## src/rtl/inta_sequencer_if.sv

```systemverilog
// Signal bundle between the CPU/request side and the interrupt acknowledge sequencer.
interface inta_sequencer_if;
  logic [7:0] irr;
  logic [7:0] imr;
  logic       inta_n;
  logic       aeoi;
  logic       eoi_ns;
  logic       eoi_sp;
  logic [2:0] eoi_level;
  logic [4:0] vec_base;
  logic       int_out;
  logic [7:0] isr;
  logic [7:0] vector;
  logic       vector_valid;
  logic [7:0] clr_irr;

  modport master (
    output irr, imr, inta_n, aeoi, eoi_ns, eoi_sp, eoi_level, vec_base,
    input  int_out, isr, vector, vector_valid, clr_irr
  );

  modport slave (
    input  irr, imr, inta_n, aeoi, eoi_ns, eoi_sp, eoi_level, vec_base,
    output int_out, isr, vector, vector_valid, clr_irr
  );
endinterface

```

## src/rtl/inta_sequencer.sv

```systemverilog
// Fully nested interrupt priority resolver with a two-edge INTA acknowledge sequence.
// Optional automatic priority rotation on EOI is enabled by defining AUTO_ROTATE_EN.
module inta_sequencer (
  input logic              clk,
  input logic              rst_n,
  inta_sequencer_if.slave  bus
);

  typedef enum logic {StIdle, StAck1} state_e;

  // Rank 0 is highest priority; 8 means no bit set.
  function automatic logic [3:0] top_rank(input logic [7:0] vec, input logic [2:0] lp);
    logic [3:0] rank;
    logic [2:0] idx;
    rank = 4'd8;
    for (int k = 7; k >= 0; k--) begin
      idx = lp + 3'd1 + 3'(k);
      if (vec[idx]) rank = 4'(k);
    end
    return rank;
  endfunction

  state_e     r_state;
  logic [7:0] r_isr;
  logic [7:0] r_vector;
  logic       r_vector_valid;
  logic [7:0] r_clr_irr;
  logic       r_int_out;
  logic [2:0] r_level;
  logic       r_spurious;
  logic       r_inta_prev;

  logic [2:0] w_lowest_pri;
  logic [7:0] w_req;
  logic [3:0] w_req_rank;
  logic [3:0] w_isr_rank;
  logic       w_cand;
  logic [2:0] w_cand_level;
  logic       w_fall;
  logic       w_first;
  logic       w_second;
  logic       w_eoi_hit;
  logic [2:0] w_eoi_lvl;
  logic       w_aeoi_hit;
  logic [7:0] w_clr_mask;
  logic [7:0] w_set_mask;
  logic [7:0] w_isr_d;

`ifdef AUTO_ROTATE_EN
  logic [2:0] r_lowest_pri;

  always_ff @(posedge clk or negedge rst_n) begin
    if (!rst_n) begin
      r_lowest_pri <= 3'd7;
    end else if (w_eoi_hit) begin
      r_lowest_pri <= w_eoi_lvl;
    end else if (w_aeoi_hit) begin
      r_lowest_pri <= r_level;
    end
  end

  assign w_lowest_pri = r_lowest_pri;
`else
  assign w_lowest_pri = 3'd7;
`endif

  assign w_req        = bus.irr & ~bus.imr;
  assign w_req_rank   = top_rank(w_req, w_lowest_pri);
  assign w_isr_rank   = top_rank(r_isr, w_lowest_pri);
  // An empty isr ranks 8, so any real request beats it.
  assign w_cand       = (w_req_rank < w_isr_rank);
  assign w_cand_level = w_lowest_pri + 3'd1 + w_req_rank[2:0];

  assign w_fall   = r_inta_prev & ~bus.inta_n;
  assign w_first  = w_fall && (r_state == StIdle);
  assign w_second = w_fall && (r_state == StAck1);

  always_comb begin
    w_eoi_hit = 1'b0;
    w_eoi_lvl = 3'd0;
    if (bus.eoi_sp) begin
      w_eoi_lvl = bus.eoi_level;
      w_eoi_hit = r_isr[bus.eoi_level];
    end else if (bus.eoi_ns && (w_isr_rank != 4'd8)) begin
      w_eoi_lvl = w_lowest_pri + 3'd1 + w_isr_rank[2:0];
      w_eoi_hit = 1'b1;
    end
  end

  assign w_aeoi_hit = w_second && bus.aeoi && !r_spurious;
  assign w_clr_mask = (w_eoi_hit ? (8'b1 << w_eoi_lvl) : 8'h00)
                    | (w_aeoi_hit ? (8'b1 << r_level) : 8'h00);
  assign w_set_mask = (w_first && w_cand) ? (8'b1 << w_cand_level) : 8'h00;
  // Set is applied after clear so a same-bit collision keeps the bit set.
  assign w_isr_d    = (r_isr & ~w_clr_mask) | w_set_mask;

  always_ff @(posedge clk or negedge rst_n) begin
    if (!rst_n) begin
      r_state        <= StIdle;
      r_isr          <= 8'h00;
      r_vector       <= 8'h00;
      r_vector_valid <= 1'b0;
      r_clr_irr      <= 8'h00;
      r_int_out      <= 1'b0;
      r_level        <= 3'd7;
      r_spurious     <= 1'b0;
      r_inta_prev    <= 1'b1;
    end else begin
      r_inta_prev    <= bus.inta_n;
      r_isr          <= w_isr_d;
      r_vector_valid <= 1'b0;
      r_clr_irr      <= 8'h00;
      r_int_out      <= (r_state == StIdle) && !w_fall && w_cand;
      case (r_state)
        StIdle: begin
          if (w_fall) begin
            r_state    <= StAck1;
            r_level    <= w_cand ? w_cand_level : 3'd7;
            r_spurious <= !w_cand;
            r_clr_irr  <= w_set_mask;
          end
        end
        StAck1: begin
          if (w_fall) begin
            r_state        <= StIdle;
            r_vector       <= {bus.vec_base, r_level};
            r_vector_valid <= 1'b1;
          end
        end
      endcase
    end
  end

  assign bus.int_out      = r_int_out;
  assign bus.isr          = r_isr;
  assign bus.vector       = r_vector;
  assign bus.vector_valid = r_vector_valid;
  assign bus.clr_irr      = r_clr_irr;

endmodule

```

## src/flat_wrapper.sv

```systemverilog
// flat-port wrapper written by rule: the top's interface ports become plain ports
module inta_sequencer_flat 
  (clk, rst_n, bus_irr, bus_imr, bus_inta_n, bus_aeoi, bus_eoi_ns, bus_eoi_sp, bus_eoi_level, bus_vec_base, bus_int_out, bus_isr, bus_vector, bus_vector_valid, bus_clr_irr);
  inta_sequencer_if bus_i ();
  input logic clk;
  input logic rst_n;
  input wire logic [$bits(bus_i.irr)-1:0] bus_irr;
  input wire logic [$bits(bus_i.imr)-1:0] bus_imr;
  input wire logic [$bits(bus_i.inta_n)-1:0] bus_inta_n;
  input wire logic [$bits(bus_i.aeoi)-1:0] bus_aeoi;
  input wire logic [$bits(bus_i.eoi_ns)-1:0] bus_eoi_ns;
  input wire logic [$bits(bus_i.eoi_sp)-1:0] bus_eoi_sp;
  input wire logic [$bits(bus_i.eoi_level)-1:0] bus_eoi_level;
  input wire logic [$bits(bus_i.vec_base)-1:0] bus_vec_base;
  output wire logic [$bits(bus_i.int_out)-1:0] bus_int_out;
  output wire logic [$bits(bus_i.isr)-1:0] bus_isr;
  output wire logic [$bits(bus_i.vector)-1:0] bus_vector;
  output wire logic [$bits(bus_i.vector_valid)-1:0] bus_vector_valid;
  output wire logic [$bits(bus_i.clr_irr)-1:0] bus_clr_irr;
  assign bus_i.irr = bus_irr;
  assign bus_i.imr = bus_imr;
  assign bus_i.inta_n = bus_inta_n;
  assign bus_i.aeoi = bus_aeoi;
  assign bus_i.eoi_ns = bus_eoi_ns;
  assign bus_i.eoi_sp = bus_eoi_sp;
  assign bus_i.eoi_level = bus_eoi_level;
  assign bus_i.vec_base = bus_vec_base;
  assign bus_int_out = bus_i.int_out;
  assign bus_isr = bus_i.isr;
  assign bus_vector = bus_i.vector;
  assign bus_vector_valid = bus_i.vector_valid;
  assign bus_clr_irr = bus_i.clr_irr;
  inta_sequencer u_core (.clk(clk), .rst_n(rst_n), .bus(bus_i));
endmodule
```

## config.mk

```make
export PLATFORM = sky130hd
export DESIGN_NAME = inta_sequencer_flat
export DESIGN_NICKNAME = d
export VERILOG_FILES = /design/src/rtl/inta_sequencer_if.sv /design/src/rtl/inta_sequencer.sv /design/src/flat_wrapper.sv
export SDC_FILE = /design/constraint.sdc
export NUM_CORES = 1
export LEC_CHECK = 0
export CORE_AREA = 2 2 70 72
export DETAILED_ROUTE_END_ITERATION = 6
export DIE_AREA = 0 0 72 74
export GPL_TIMING_DRIVEN = 0
export PLACE_DENSITY_LB_ADDON = 0.12
export RECOVER_POWER = 100
export SYNTH_ARGS = -nofsm -noshare
export SYNTH_HDL_FRONTEND = slang
export SYNTH_SLANG_ARGS = --single-unit
```

## constraint.sdc

```tcl
create_clock -name clk -period 2.1 [get_ports clk]
set_input_delay 0.315 -clock clk [delete_from_list [all_inputs] [get_ports clk]]
set_output_delay 0.315 -clock clk [all_outputs]
set_load 0.01 [all_outputs]
```

Word-level counts from Yosys, hierarchy flattened
Index checks and enable logic that the tools add are counted.
W data, S select, Z words.
{"block": "classes", "magnitude_cmp": 2, "eq_ne": 1, "shift": 3, "muxes": 32, "bitwise_logic": 9, "reduce_logical": 13}
{"operator": "$mux W4", "count": 16}
{"operator": "$mux W8", "count": 5}
{"operator": "$shl A1 B3 Y8 const A", "count": 3}
{"operator": "$and A8 B8 Y8", "count": 2}
{"operator": "$not A8 Y8", "count": 2}
{"operator": "$or A8 B8 Y8", "count": 2}
{"operator": "$mux W3", "count": 3}
{"operator": "$logic_and A1 B1 Y1", "count": 8}
{"operator": "$mux W1", "count": 6}
{"operator": "$lt A3 B4 Y1 const B", "count": 1}
{"operator": "$lt A4 B4 Y1", "count": 1}
{"operator": "$ne A4 B4 Y1 const B", "count": 1}
{"operator": "$reduce_and A2 Y1", "count": 2}
{"operator": "$bmux W1 S3", "count": 1}
{"operator": "$logic_not A1 Y1", "count": 3}
{"operator": "$not A1 Y1", "count": 2}
{"operator": "$pmux W1 S2", "count": 1}
{"operator": "$and A1 B1 Y1", "count": 1}
{"block": "word_totals", "ff_bits": 32, "out_inout_bits": 26, "word_cells": 69}

Longest topological paths before layout
Gate-level depths: netlist (run 1).
{"block": "depth", "word_depth": 18, "ltp_mapped": 9, "depth_no_buf": 9}

Worst setup path before layout (run 1)
Ideal clock, no wire load.
{"block": "synth_path", "kind": "reg2reg", "from": "register u_core.r_isr[0] (netlist: u_core.bus.isr[0])", "to": "register u_core.r_level[0]", "setup_ps": 82, "arrival_time_ps": 1993, "slack_ps": 24, "stages_incl_launch_ff": 8, "synth_period_minus_slack_ps": 2076, "cell_sequence": "dfrtp_1 -> nor4_4 -> nand2_1 -> ha_1 -> a211oi_1 -> o21a_2 -> o2bb2ai_4 -> mux2_4"}
{"block": "synth_via", "elab_chain_cells": 3}
{"item": "start: declaration", "line": "inta_sequencer.sv:24", "source": "logic [7:0] r_isr;"}
{"item": "start signal: assignment", "line": "inta_sequencer.sv:110", "source": "r_isr <= w_isr_d;"}
{"item": "$mux W4", "line": "inta_sequencer.sv:18", "source": "if (vec[idx]) rank = 4'(k);"}
{"item": "$lt A4 B4 Y1", "line": "inta_sequencer.sv:71", "source": "assign w_cand = (w_req_rank < w_isr_rank);"}
{"item": "$mux W3", "line": "inta_sequencer.sv:118", "source": "r_level <= w_cand ? w_cand_level : 3'd7;"}
{"item": "end signal: assignment", "line": "inta_sequencer.sv:118"}
{"item": "end: declaration", "line": "inta_sequencer.sv:29", "source": "logic [2:0] r_level;"}
Every way passes these cells.
A chain may end at the register's enable or synchronous reset.

Worst setup path after layout (run 1)
{"block": "layout_path", "from": "register u_core.r_isr[0] (netlist: u_core.bus.isr[0])", "to": "register u_core.r_isr[7] (netlist: u_core.bus.isr[7])"}
{"block": "layout_via", "elab_chain_cells": 11}
{"item": "$mux W4", "line": "inta_sequencer.sv:18"}
{"item": "$ne A4 B4 Y1", "line": "inta_sequencer.sv:84", "source": "end else if (bus.eoi_ns && (w_isr_rank != 4'd8)) begin"}
{"item": "$logic_and A1 B1 Y1", "line": "inta_sequencer.sv:84"}
{"item": "$mux W3", "line": "inta_sequencer.sv:84"}
{"item": "$mux W3", "line": "inta_sequencer.sv:81", "source": "if (bus.eoi_sp) begin"}
{"item": "$shl A1 B3 Y8", "line": "inta_sequencer.sv:91", "source": "assign w_clr_mask = (w_eoi_hit ? (8'b1 << w_eoi_lvl) : 8'h00)"}
{"item": "$mux W8", "line": "inta_sequencer.sv:91"}
{"item": "$or A8 B8 Y8", "line": "inta_sequencer.sv:92", "source": "| (w_aeoi_hit ? (8'b1 << r_level) : 8'h00);"}
{"item": "$not A8 Y8", "line": "inta_sequencer.sv:95", "source": "assign w_isr_d = (r_isr & ~w_clr_mask) | w_set_mask;"}
{"item": "$and A8 B8 Y8", "line": "inta_sequencer.sv:95"}
{"item": "$or A8 B8 Y8 *", "line": "inta_sequencer.sv:95"}
{"item": "via u_core.w_isr_d[7]", "line": "inta_sequencer.sv:47", "source": "logic [7:0] w_isr_d;"}
The timed path passes the listed nets; every way through them passes the cells marked *. The select of a mux whose other input is x is not followed.

==> impl_metrics.py, run 1 <==
metrics = {
    "die": {
        "initial_utilization_pct": 40.4,
        "fp.dieW_um": 72,
        "core_mm2": 0.00460,
        "io_pins": 56,
        "die_h_um": 74,
        "dieArea_mm2": 0.00533,
        "rows": 25,
    },
    "grt": {
        "antenna_found_initial": 0,
        "grt_pass1_vias": 1737,
        "grt_pass1_wl_um": 8270,
        "overflow": 0,
        "grt_max_degree": 33,
        "grtUsageTotal_pct": 20.0,
    },
    "finish": {
        "layout_commonest_cell": "buf_4",
        "utilization_pct": 67.5,
        "finalNonFillerCells": 321,
        "nets": 302,
        "n_antenna_cell": 0,
        "seq_area_um2": 816,
        "layout_common_cells": "36 x buf_4, 25 x clkdlybuf4s50_1, 20 x dfrtp_1",
        "fillerInstances": 333,
        "synthToLayoutAreaGrowth_pct": 67.2,
        "multi_input_area_mm2": 0.00127,
        "drive_gt1_share_pct": 41.6,
    },
    "clock_network": {
        "clock_path_buffers": 2,
        "cts.sinks": 32,
        "ctsHoldBuffers": 0,
        "cts-root-buf": "clkbuf_8",
        "clkTransAtPathRegs_ns": 0.07,
        "tritoncts": "built",
        "clkLatencyLatePin_ns": 0.29,
        "cts.htree.levels": 2,
        "numCtsBuffers": 5,
    },
    "worst_setup_path": {
        "crit_path_start_kind": "flip-flop",
        "cp-end-kind": "flip-flop",
        "worstSetupPathType": "flip-flop to flip-flop",
        "critPathRequiredTime_ns": 2.30,
        "slowest_delay_ns": 0.47,
        "crit_chain": "nor4_4, nand2b_4, ha_1, o21ai_1, nand2b_1, a21oi_4, buf_6, nand3_4, o22ai_1",
        "r2r_setup_slack_ns": -0.14,
        "r2r-end": "u_core.bus.isr[7]",
        "crit_path_max_fanout": 6,
        "r2r_cells": 9,
        "cpMaxStageDelayCell": "dfrtp_2",
        "r2r_start": "u_core.bus.isr[0]",
        "arrival_ns": 2.44,
    },
    "pwr": {
        "p_int_uw": 2460,
        "power_switching_uw": 1530,
        "p_per_area_mw_per_mm2": 1280,
        "pwr-share-comb_pct": 57.7,
        "power_frac_clock_pct": 14.6,
        "ir_drop_v": 0.000805,
        "p_leak_uw": 0.00131,
        "seq_power_share_pct": 27.7,
        "p_sw_share_pct": 38.3,
    },
    "sta": {
        "worst_pin_slew_ns": 1.69,
        "setup_ws_ns": -0.143,
        "hold_viol_final": 0,
        "rsz0062_at_grt": "yes",
        "clock.fmax_mhz": 446,
        "fin_skew_ns": 0.0111,
        "finalSetupViolCount": 21,
        "period_minus_slack_ns": 2.24,
        "whs_ns": 0.457,
        "slew_headroom_pct": -13.0,
        "finalCritPeriodShare_pct": 107,
        "drv_slew": 33,
    },
    "place": {
        "gp_congestion": 0.912,
        "place.detailed.hpwl_um": 3280,
        "portBuffers": 53,
        "dpl.cell_count": 278,
    },
    "logic_synthesis": {
        "ys_seq_area_share_pct": 43.4,
        "synth_edf_count": 0,
        "synth_cell_types": 56,
        "synthAdderAreaFrac_pct": 4.05,
        "avgSynthCellArea_um2": 10.9,
        "ys_ff_latch": 32,
        "synthMuxAreaShare_pct": 8.97,
        "synthArstFlopShare_pct": 100,
        "synthCells": 171,
        "synthXorXnorAreaFrac_pct": 0,
        "synth_top_family_by_area": "simple AND/OR/NAND/NOR gates",
        "synth_ff_type": "dfrtp_1",
        "synth-compound-area-share_pct": 19.3,
        "synth_warnings": 0,
        "yosys.area_share.simple_pct": 21.6,
        "synthesis.nets": 207,
        "netlist_area_mm2": 0.00186,
    },
    "worst_hold_path": {
        "min_path_type": "input pin to asynchronous set/reset pin",
    },
    "routing": {
        "postRouteAntennaNets": 0,
        "wire_per_inst_um": 16.7,
        "viasPerCell": 5.44,
        "initialDrtViolationCount": 95,
        "drt_wl_total_um": 5350,
        "drc": 0,
        "first_pass_iters": 5,
        "via_count": 1747,
    },
    "outcome": {
        "status": "finished with violations",
        "violations": "capacitance limit, slew limit, setup timing",
    },
    "flow_run": {
        "cap_violations": 1,
    },
}
## power by group through the flow
stage / registers [uW] / logic, uW / clock network [uW]
after floorplan: 1110 / 871 / 0
after global placement: 1080 / 1450 / 0
after detailed placement: 1100 / 1480 / 0
after CTS: 1110 / 1780 / 587
after global routing: 1140 / 2450 / 620
final: 1100 / 2300 / 582
## logic make-up (layout without fill, tap and decap cells)
logic type / after synthesis / in the layout
compound gates: 44 / 45
fa+ha+maj: 6 / 6
buf+inv: 10 / 105
flops: 32 / 32
mux: 15 / 15
simple gates: 64 / 64
## critical path: cells and delay by family, from the launching register on
family | cells | cell delay (ns)
AOI/OAI and AO/OA | 3 | 0.57
buffers and inverters | 1 | 0.15
and+or+nand+nor | 4 | 0.67
adders and majority gates | 1 | 0.29
DFF | 1 | 0.47
## metal layers
layer | track usage (%) | up-vias | wire, um
met2 | 34.2 | 62 | 2660
met4 | 5.03 | 0 | 98
met1 | 26.3 | 832 | 2330
met3 | 3.79 | 11 | 256
li1 | - | 842 | -
met5 | 0 | - | 0
## synth_stat cells (all sizes together), types with 4 or more instances
cell type / n / area (um2)
nor2b: 6 / 37.5
nor2: 9 / 33.8
inv: 5 / 18.8
dfrtp: 28 / 701
nor3: 9 / 45.0
nand2: 7 / 31.3
dfstp: 4 / 105
ha: 6 / 75.1
mux2i: 5 / 50.1
mux2: 10 / 116
nand3: 4 / 25.0
nor4: 6 / 58.8
o22ai: 8 / 50.1
nand2b: 14 / 97.6
o21ai: 12 / 60.1
## worst max path at each step
| stage | slack [ns] | cells past startpoint | startpoint | end |
|---|---|---|---|---|
| after floorplan | 0.02 | 7 | u_core.bus.isr[0] | u_core.r_level[0] |
| after global placement | -0.66 | 10 | bus_irr[6] | u_core.bus.clr_irr[4] |
| after detailed placement | -0.64 | 10 | bus_irr[6] | u_core.bus.clr_irr[0] |
| after CTS | -0.04 | 8 | u_core.bus.isr[5] | u_core.r_level[0] |
| after global routing | -0.21 | 9 | u_core.bus.isr[0] | u_core.bus.isr[7] |
| final | -0.14 | 9 | u_core.bus.isr[0] | u_core.bus.isr[7] |
## state kept, by name (all words and copies together) (netlist names)
register / cells
u_core.bus.int_out: 1
u_core.bus.vector: 8
u_core.r_spurious: 1
u_core.bus.vector_valid: 1
u_core.r_inta_prev: 1
u_core.r_level: 3
u_core.bus.clr_irr: 8
u_core.bus.isr: 8
u_core.r_state: 1
## timing repair
action,4_1_cts,5_1_grt
endpoints found under the setup margin,21,21
cloned,1,0
setup buffers,22,14
pin swaps,19,22
resized for setup,40,24
## per-stage QoR
| step | power (uW) | instance area [um2] | TNS (ns) | setup slack [ns] |
|---|---|---|---|---|
| global route | 4210 | 3100 | -3.40 | -0.212 |
| floorplan | 1980 | 1860 | 0 | 0.0242 |
| CTS | 3470 | 2880 | -0.108 | -0.0394 |
| global placement | 2540 | 2450 | -12.54 | -0.664 |
| finish | 3990 | 3100 | -1.57 | -0.143 |
| detailed placement | 2580 | 2450 | -12.73 | -0.640 |
## cell type report
| type | count | share of cell area [%] |
|---|---|---|
| plain buffers | 3 | 0.847 |
| clock buffers | 6 | 2.34 |
| clock inverters | 2 | 1.13 |
| inverters | 5 | 0.605 |
| multi-input cells | 130 | 41.1 |
| flip-flops and latches | 32 | 26.3 |
| well taps | 54 | 2.18 |
| repair buffers | 89 | 25.5 |
Note: power is estimated with default switching activity, not from simulation.
==> inputs of run 2 (changes only) <==
--- a/config.mk
+++ b/config.mk
@@ -6,6 +6,7 @@
 export NUM_CORES = 1
 export LEC_CHECK = 0
 export CORE_AREA = 2 2 70 72
+export CTS_BUF_LIST = sky130_fd_sc_hd__clkbuf_4 sky130_fd_sc_hd__clkbuf_8 sky130_fd_sc_hd__clkbuf_16
 export DETAILED_ROUTE_END_ITERATION = 6
 export DIE_AREA = 0 0 72 74
 export GPL_TIMING_DRIVEN = 0
==> impl_metrics.py, run 2 (synthesis gave the netlist of run 1 again) <==
metrics = {
    "sta": {
        "clock.fmax_mhz": 445,
        "worst_pin_slew_ns": 1.69,
        "period_minus_slack_ns": 2.25,
        "hold_viol_final": 0,
        "fin_skew_ns": 0.0104,
        "setup_ws_ns": -0.149,
        "rsz0062_at_grt": "yes",
        "finalSetupViolCount": 21,
        "slew_headroom_pct": -12.7,
        "finalCritPeriodShare_pct": 107,
        "drv_slew": 33,
        "whs_ns": 0.457,
    },
    "routing": {
        "wire_per_inst_um": 16.7,
        "drt_wl_total_um": 5370,
        "initialDrtViolationCount": 97,
        "viasPerCell": 5.48,
        "first_pass_iters": 4,
        "via_count": 1758,
        "postRouteAntennaNets": 0,
        "drc": 0,
    },
    "finish": {
        "drive_gt1_share_pct": 41.9,
        "layout_commonest_cell": "buf_4",
        "nets": 302,
        "layout_common_cells": "36 x buf_4, 25 x clkdlybuf4s50_1, 20 x dfrtp_1",
        "n_antenna_cell": 0,
        "synthToLayoutAreaGrowth_pct": 67.4,
    },
    "worst_setup_path": {
        "crit_path_max_fanout": 6,
        "worstSetupPathType": "flip-flop to flip-flop",
        "r2r_setup_slack_ns": -0.15,
        "critPathRequiredTime_ns": 2.30,
        "r2r-end": "u_core.bus.isr[7]",
        "cp-startpoint": "u_core.bus.isr[0]",
        "crit_end": "u_core.bus.isr[7]",
        "r2r_cells": 9,
        "cp-end-kind": "flip-flop",
        "crit_path_start_kind": "flip-flop",
        "arrival_ns": 2.45,
        "r2r_start": "u_core.bus.isr[0]",
    },
    "clock_network": {
        "cts.htree.levels": 2,
        "clkTransAtPathRegs_ns": 0.07,
        "numCtsBuffers": 5,
        "clkLatencyLatePin_ns": 0.29,
        "clock_path_buffers": 2,
        "tritoncts": "built",
        "ctsHoldBuffers": 0,
        "cts-root-buf": "clkbuf_8",
        "cts.sinks": 32,
    },
    "pwr": {
        "ir_drop_v": 0.000806,
        "p_per_area_mw_per_mm2": 1290,
        "p_leak_uw": 0.00132,
    },
    "place": {
        "gp_congestion": 0.912,
        "place.detailed.hpwl_um": 3280,
        "portBuffers": 53,
        "preCtsSetupSlack_ns": -0.640,
    },
    "worst_hold_path": {
        "min_path_type": "input pin to asynchronous set/reset pin",
    },
    "grt": {
        "grtUsageMet1_pct": 26.3,
        "grtUsageTotal_pct": 20.0,
        "grt_pass1_wl_um": 8270,
        "busiest_layer": "met2",
        "grt_max_degree": 33,
        "antenna_found_initial": 0,
        "grt_pass1_vias": 1737,
        "overflow": 0,
        "use_met3_pct": 3.79,
        "met2_usage_pct": 34.2,
    },
    "die": {
        "rows": 25,
        "io_pins": 56,
        "dieArea_mm2": 0.00533,
        "fp.dieW_um": 72,
        "core_mm2": 0.00460,
        "initial_utilization_pct": 40.4,
        "die_h_um": 74,
    },
    "outcome": {
        "status": "finished with violations",
        "violations": "capacitance limit, slew limit, setup timing",
    },
    "flow_run": {
        "cap_violations": 1,
    },
}
-- run 2: cell counts in the layout (fill, tap and decap cells not counted) --
Identical to the previous run, type by type.
-- run 2: worst min-delay path by stage --
stage                       endpoint  cells after the start                 start
2_1_floorplan  u_core.bus.clr_irr[0]                      0                 rst_n
3_3_place_gp       u_core.r_spurious                      1     u_core.r_spurious
3_5_place_dp    u_core.bus.vector[1]                      1  u_core.bus.vector[1]
4_1_cts           u_core.r_inta_prev                      1            bus_inta_n
5_1_grt           u_core.r_inta_prev                      1            bus_inta_n
6_report           u_core.bus.isr[4]                      1                 rst_n
-- run 2: layer usage --
layer  part of all wire [%]  wire, um  vias up
met3                    4.9       263       11
met2                     50      2690       65
met4                    1.8        98        0
li1                       -         -      842
met5                      0         0        -
met1                     43      2320      840
-- run 2: final cells by class --
cell class	count	area, um2
plain buffers	3	26.3
fillers	332	1490
repair buffers	89	791
multi-input cells	130	1270
clock buffers	6	76.3
inverters	5	18.8
flip-flops and latches	32	816
well taps	54	67.6
clock inverters	2	35.0
-- run 2: power breakdown --
part | internal [uW] | total [uW] | switching, uW
Combinational | 1250 | 2300 | 1050
Clock | 365 | 594 | 230
Sequential | 854 | 1110 | 251
Total | 2470 | 4000 | 1530
-- run 2: critical path: stages, from the launching register on --
cell and delay, ns:
dfrtp_2 0.47, nor4_4 0.39, nand2b_4 0.09, ha_1 0.29, o21ai_1 0.08, nand2b_1 0.10
a21oi_4 0.29, buf_6 0.15, nand3_4 0.09, o22ai_1 0.20
-- run 2: through the flow --
step | TNS, ns | power, uW | util, % | cell area (um2) | cells
detailed placement | -12.73 | 2580 | 53.4 | 2450 | 278
global route | -3.39 | 4220 | 67.5 | 3110 | 321
finish | -1.61 | 4000 | 67.5 | 3110 | 321
global placement | -12.54 | 2540 | 53.4 | 2450 | 278
CTS | -0.109 | 3490 | 62.7 | 2890 | 307
floorplan | 0 | 1980 | - | 1860 | 171
-- run 2: repair_timing --
action                                  in CTS  in global routing
gates cloned                                 1                  0
resized for setup                           40                 24
pin swaps                                   19                 22
setup buffers                               22                 14
endpoints found under the setup margin      21                 21
hold endpoints to repair                     0                  0
==> inputs of run 3 (changes only) <==
--- a/config.mk
+++ b/config.mk
@@ -7,6 +7,7 @@
 export LEC_CHECK = 0
 export CORE_AREA = 2 2 70 72
 export CTS_BUF_LIST = sky130_fd_sc_hd__clkbuf_4 sky130_fd_sc_hd__clkbuf_8 sky130_fd_sc_hd__clkbuf_16
+export CTS_CLUSTER_SIZE = 16
 export DETAILED_ROUTE_END_ITERATION = 6
 export DIE_AREA = 0 0 72 74
 export GPL_TIMING_DRIVEN = 0
==> results of run 3 <==
Same layout as run 2: the final DEF is identical, and so are final timing and power.
